--- src/rtl/alt_slot_scheduler.sv ---
// rtl/alt_slot_scheduler.sv - alternating-slot scheduler sharing one output register between requesters A and B
//
// Optional feature macro: SLOT_BORROW_EN (work-conserving borrowing of an idle slot's last cycle)
//
// Ports:
//   clk                      sole clock, rising edge
//   reset                    asynchronous, active-low; clears all state
//   enable                   run request; slot in progress finishes, then IDLE
//   div[DIV_W]               slot length minus one, sampled at each slot start
//   a_valid/a_data/a_ready   requester A offer and grant
//   b_valid/b_data/b_ready   requester B offer and grant
//   clk_out                  registered slot phase (0 = slot A or idle, 1 = slot B)
//   out_valid/out_data/out_src/out_ready  registered output channel
module alt_slot_scheduler #(
  parameter int WIDTH = 8,
  parameter int DIV_W = 4
) (
  input  logic             clk,
  input  logic             reset,
  input  logic             enable,
  input  logic [DIV_W-1:0] div,
  input  logic             a_valid,
  input  logic [WIDTH-1:0] a_data,
  output logic             a_ready,
  input  logic             b_valid,
  input  logic [WIDTH-1:0] b_data,
  output logic             b_ready,
  output logic             clk_out,
  output logic             out_valid,
  output logic [WIDTH-1:0] out_data,
  output logic             out_src,
  input  logic             out_ready
);

  typedef enum logic [1:0] {
    IDLE   = 2'd0,
    SLOT_A = 2'd1,
    SLOT_B = 2'd2
  } state_t;

  state_t           state;
  logic [DIV_W-1:0] cnt;
  logic [DIV_W-1:0] div_q;
  logic             served;

  logic free;
  logic last;
  logic slot_open;
  logic a_own;
  logic b_own;
  logic a_borrow;
  logic b_borrow;

  // Output register can take a word when empty or being drained this cycle.
  assign free      = !out_valid || out_ready;
  assign last      = (cnt == div_q);
  assign slot_open = enable && !served && free;

  assign a_own = slot_open && (state == SLOT_A) && a_valid;
  assign b_own = slot_open && (state == SLOT_B) && b_valid;

`ifdef SLOT_BORROW_EN
  // Non-owner may take the slot's last cycle when the owner has nothing to send;
  // the owner's own valid already excludes it, so owner priority is preserved.
  assign a_borrow = slot_open && last && (state == SLOT_B) && !b_valid && a_valid;
  assign b_borrow = slot_open && last && (state == SLOT_A) && !a_valid && b_valid;
`else
  assign a_borrow = 1'b0;
  assign b_borrow = 1'b0;
`endif

  assign a_ready = a_own || a_borrow;
  assign b_ready = b_own || b_borrow;

  always_ff @(posedge clk or negedge reset) begin
    if (!reset) begin
      state     <= IDLE;
      cnt       <= '0;
      div_q     <= '0;
      served    <= 1'b0;
      clk_out   <= 1'b0;
      out_valid <= 1'b0;
      out_data  <= '0;
      out_src   <= 1'b0;
    end else begin
      case (state)
        IDLE: begin
          if (enable) begin
            state   <= SLOT_A;
            cnt     <= '0;
            div_q   <= div;
            served  <= 1'b0;
            clk_out <= 1'b0;
          end
        end
        SLOT_A, SLOT_B: begin
          if (last) begin
            // Slot boundary: a transfer in this cycle belongs to the ending slot,
            // so served is simply cleared for the next one.
            cnt    <= '0;
            div_q  <= div;
            served <= 1'b0;
            if (enable) begin
              state   <= (state == SLOT_A) ? SLOT_B : SLOT_A;
              clk_out <= (state == SLOT_A);
            end else begin
              state   <= IDLE;
              clk_out <= 1'b0;
            end
          end else begin
            cnt <= cnt + DIV_W'(1);
            if (a_ready || b_ready) begin
              served <= 1'b1;
            end
          end
        end
        default: begin
          state   <= IDLE;
          clk_out <= 1'b0;
        end
      endcase

      // A load takes precedence over a drain; a simultaneous drain and load
      // keeps out_valid high with the new word.
      if (a_ready) begin
        out_valid <= 1'b1;
        out_data  <= a_data;
        out_src   <= 1'b0;
      end else if (b_ready) begin
        out_valid <= 1'b1;
        out_data  <= b_data;
        out_src   <= 1'b1;
      end else if (out_ready) begin
        out_valid <= 1'b0;
      end
    end
  end

endmodule

--- config.mk ---
export PLATFORM = sky130hd
export DESIGN_NAME = alt_slot_scheduler
export DESIGN_NICKNAME = d
export VERILOG_FILES = /design/src/rtl/alt_slot_scheduler.sv
export SDC_FILE = /design/constraint.sdc
export NUM_CORES = 1
export LEC_CHECK = 0
export ABC_CLOCK_PERIOD_IN_PS = 4600
export BUFFER_PORTS_ARGS = -buffer_cell sky130_fd_sc_hd__buf_4
export CAP_MARGIN = 5
export CORE_MARGIN = 5
export CORE_UTILIZATION = 47
export DETAILED_ROUTE_END_ITERATION = 16
export PLACE_DENSITY = 0.76
export SYNTH_ARGS = -nofsm -noshare
export SYNTH_HDL_FRONTEND = slang
export SYNTH_SLANG_ARGS = --single-unit
--- constraint.sdc ---
create_clock -name clk -period 4.6 [get_ports clk]
set_input_delay 0.23 -clock clk [delete_from_list [all_inputs] [get_ports clk]]
set_output_delay 0.23 -clock clk [all_outputs]
set_load 0.01 [all_outputs]
**After elaboration in Yosys (flattened, before gate mapping)**

Cells that the tools add are included.

- Word-level logic and storage cells: 59
- Bits of input ports: 26
- Output and inout bits: 13
- Flip-flop bits (word level): 22

- Add/subtract/negate cells: 1
- Multiplexer cells: 25
- Reduce and logical (&&, ||, !) cells: 19
- Equal/unequal tests: 6

Operators by type and width:

| cell | number |
|---|---|
| $mux W4 | 4 |
| $mux W8 | 2 |
| $pmux W4 S2 | 2 |
| $mux W1 | 10 |
| $mux W2 | 4 |
| $logic_and A1 B1 Y1 | 6 |
| $reduce_and A3 Y1 | 2 |
| $add A4 B1 Y4 const B | 1 |
| $eq A4 B4 Y1 | 1 |
| $ne A2 B2 Y1 const B | 2 |
| $pmux W1 S2 | 2 |
| $pmux W2 S2 | 1 |
| $reduce_and A2 Y1 | 2 |
| $reduce_bool A2 Y1 | 2 |
| $ne A3 B3 Y1 const B | 1 |
| $reduce_bool A3 Y1 | 1 |
| $eq A2 B1 Y1 const B | 1 |
| $eq A2 B2 Y1 const B | 1 |
| $logic_not A1 Y1 | 2 |
| $logic_not A2 Y1 | 1 |
| $logic_or A1 B1 Y1 | 2 |
| $reduce_or A2 Y1 | 1 |

**Logic depth before layout (Yosys ltp)**

- Depth after elaboration: 9
- Depth in mapped cells: 7
- Depth with buffers taken out: 6

**Worst setup path after synthesis**

OpenSTA, ideal clock, no wires.

- Path type: reg2reg
- From: register state[1]
- To: register div_q[3]
- Period minus slack after synthesis: 1,684 ps
- Setup slack: 2,916 ps
- Library setup time: 123 ps
- Arrival: 1,561 ps
- Buffers on the path: 1
- Required time: 4,477 ps
- Stages on the path, launching flop included: 7
- Cells stage by stage: dfrtp_1 > inv_1 > ha_1 > o41ai_4 > and2_1 > buf_6 > o221a_2

- Word-level cells in the longest chain between the ends: 4
- Elaborated cells on any way between the ends: 9
- Those cells by class: 4 x eq/ne; 1 x mux; 4 x reduce/logical

RTL lines:

| what | line | RTL |
|---|---|---|
| from (decl) | 41 | `state_t state;` |
| from (signal assigned) | 104 | `state <= (state == SLOT_A) ? SLOT_B : SLOT_A;` |
| $eq A2 B2 Y1 / $eq A2 B1 Y1 (equally long branches) | 86 | `case (state)` |
| $reduce_or A2 Y1 | 86 |  |
| $ne A2 B2 Y1 (no line) / $reduce_bool A2 Y1 (equally long branches) | n/a |  |
| $reduce_and A3 Y1 (no line) | n/a |  |
| to (signal assigned) | 91 | `div_q <= div;` |
| to (signal assigned) | 101 | `div_q <= div;` |
| to (decl) | 43 | `logic [DIV_W-1:0] div_q;` |

Parallel ways exist; a longest one is shown, timed or not.
A chain may end at the register's enable or synchronous reset.

**Final worst setup path**

- From: register state[1]
- To: output port a_ready

- Word-level cells in the longest chain between the ends: 3

RTL lines:

| what | line | RTL |
|---|---|---|
| $eq A2 B1 Y1 | 59 | `assign a_own = slot_open && (state == SLOT_A) && a_valid;` |
| $logic_and A1 B1 Y1 (2 in a row) | 59 |  |
| to (decl) | 24 | `output logic a_ready,` |

No other way between the ends.

==> results.yml <==
clocking:
  cts_tree: "built"
  cts.sinks: 21
  clk-insertion-delay-late_ns: 0.31
  cts_resized: 0
  cts_made_buffers: 3
  h-tree-depth: 1
  clk_pin_slew_ns: 0.12
  cts_root_buffer: "clkbuf_4"
  clockBufferDepth: 2
worst_setup_path:
  r2r_cells: 6
  cp_max_fo: 20
  r2r_slack_ns: 2.58
  reg2reg_from: "state[0]"
  start_kind: "flop"
  cp.required_ns: 4.37
  endpoint_kind: "primary output"
  path_class: "flop to primary output"
  arrival_ns: 2.11
  r2r_end: "out_data[3]"
global_route:
  grt_start_max_net_pins: 22
  grt_pass1_wl_um: 4526
  grtUsageTotal: 0.1695
  grt_pass1_vias: 1002
  antenna_found_initial: 0
  overflow: 0
timing:
  max_slew_margin: 0.3456
  finalSetupViolCount: 0
  min_period_over_period: 0.5083
  setup_tns_ns: 0
  rsz0062_at_grt: "no"
  worst_pin_slew_ns: 0.9763
  period_needed_ns: 2.338
  finalMaxSlewViolations: 0
  fin_ws_ns: 2.262
  hold_violations: 0
  max_clock_freq_ghz: 0.4277
  fin_skew_ns: 0.003708
  timing.hold.ws_ns: 0.1188
place:
  place.gp.congestion: 0.7952
  place_hpwl_um: 2060
  placed_area_um2: 1434
  place_ws_ns: 2.577
  port_buffers: 38
  dpl.cell_count: 172
detailed_routing:
  vias_per_cell: 5.475
  first_iter_violations: 17
  wl_per_cell_um: 14.92
  dr_total_vias: 969
  totalWireLength_um: 2640
  antenna_left: 0
  drc: 0
  dr.pass1.iters: 6
min_path:
  hold_path_depth: 3
  worstHoldStart: "a_data[6]"
  hold_end: "out_data[6]"
  hold_class: "input port to flop"
floorplanning:
  initial_core_util: 0.5011
  chipWidth_um: 59.03
  chipHeight_um: 59.03
  core-area_um2: 2255
  rows: 17
  dieArea_um2: 3485
  ioPinCount: 39
layout:
  utilization: 0.6526
  fin_cells: 177
  area_delta_synth_final_pct: 30.23
  drive_gt1_frac: 0.3087
  n_antenna_cell: 0
  design_area_um2: 1471
  final_common_cell: "buf_4"
  mostFrequentLayoutCells: "buf_4 (38), dfrtp_1 (21), nand2_1 (13), o21ai_0 (13), mux2i_1 (8)"
  final_nets: 181
pwr:
  p_total_mw: 0.8266
  p_per_area_nw_per_um2: 561.8
  leakagePower_nw: 0.6831
  ir_drop_mv: 0.3942
synth:
  seq_area_frac_synth: 0.4651
  syn_area_um2: 1130
  synth_xor_area_frac: 0.03101
  synth.net_count: 141
  synth_top_family_by_area: "compound AO/OA/AOI/OAI gates"
  synth_compound_area_frac: 0.1860
  netlist_instances: 110
  ys_types: 27
  synthMuxAreaShare: 0.07087
  synth-simple-area-share: 0.1584
  synthAdderAreaFrac: 0.05537
  synth_area_per_cell_um2: 10.27
  ys_ff_latch: 21
  yosys_warnings: 0
flow_run:
  maxCapViolations: 0
outcome:
  outcome: "finished clean"
-- cells by family after synthesis --
kind of cell / Yosys count
AND/OR/NAND/NOR: 36
XOR/XNOR: 4
AO/OA/AOI/OAI: 29
buffers and inverters: 7
multiplexers: 8
adder cells (fa/ha/maj): 5
flip-flops: 21
-- metal layers --
metal  track usage  share of wire  routed length (um)
met2        0.2871           0.52                1368
met5             0              0                   0
met3       0.03268          0.056                 149
met4       0.06149          0.014                  36
met1        0.2133           0.41                1085
-- worst max-delay path, cell delays in order (launching register included) --
cell and delay (ns):
dfrtp_1 0.45, inv_1 0.12, ha_1 0.18, nand3_1 0.09
nor3_2 0.71, buf_4 0.25
-- where the power goes --
| group | leakage, nW | switching [mW] | internal, mW |
|---|---|---|---|
| Sequential | 0.262 | 0.0599 | 0.259 |
| Clock | 0.0177 | 0.0589 | 0.0325 |
| Combinational | 0.404 | 0.214 | 0.202 |
| Total | 0.683 | 0.333 | 0.494 |
-- layout make-up --
class,count,area (um2)
multi-input cells,82,576.8
inverters,3,11.26
fillers,199,783.3
clock buffers,3,22.52
repair buffers,39,295.3
well taps,28,35.03
flip-flops and latches,21,525.5
clock inverters,1,5.005
-- timing repair --
item / CTS / global route
buffers inserted: 0 / 0
endpoints found under the hold margin: 21 / 0
endpoints found under the setup margin: 0 / 0
hold buffers: 1 / 0
-- cell usage after synthesis --
master / instances / share of area
a21boi_0: 1 / 0.0066
a21o_1: 2 / 0.013
a21oi_1: 2 / 0.0089
and2_1: 1 / 0.0055
buf_4: 1 / 0.0066
buf_6: 1 / 0.010
clkbuf_1: 2 / 0.0066
dfrtp_1: 21 / 0.47
ha_1: 5 / 0.055
inv_1: 3 / 0.010
mux2i_1: 8 / 0.071
nand2_1: 13 / 0.043
nand2b_1: 6 / 0.033
nand3_1: 4 / 0.018
nor2_1: 3 / 0.010
nor2b_1: 2 / 0.011
nor3_1: 3 / 0.013
nor4_1: 2 / 0.011
nor4b_1: 1 / 0.0078
o21ai_0: 13 / 0.058
o221a_1: 3 / 0.030
o221a_2: 1 / 0.010
o22ai_1: 5 / 0.028
o32ai_1: 1 / 0.0078
o41ai_4: 1 / 0.024
or3_1: 1 / 0.0055
xor2_1: 4 / 0.031
-- flip-flops by register name, summed over array words and instances, names as in the netlist --
signal     cells
div_q          4
out_valid      1
served         1
cnt            4
out_data       8
out_src        1
state          2
-- worst max-delay path by stage --
stage | startpoint | endpoint | slack, ns | cells after the start
6_report | state[1] | a_ready | 2.26 | 5
4_1_cts | state[1] | a_ready | 2.23 | 5
3_3_place_gp | state[1] | a_ready | 2.62 | 5
2_1_floorplan | state[1] | div_q[3] | 2.92 | 6
3_5_place_dp | state[1] | a_ready | 2.58 | 5
5_1_grt | state[1] | a_ready | 2.07 | 5
(Power assumes the default switching activity.)
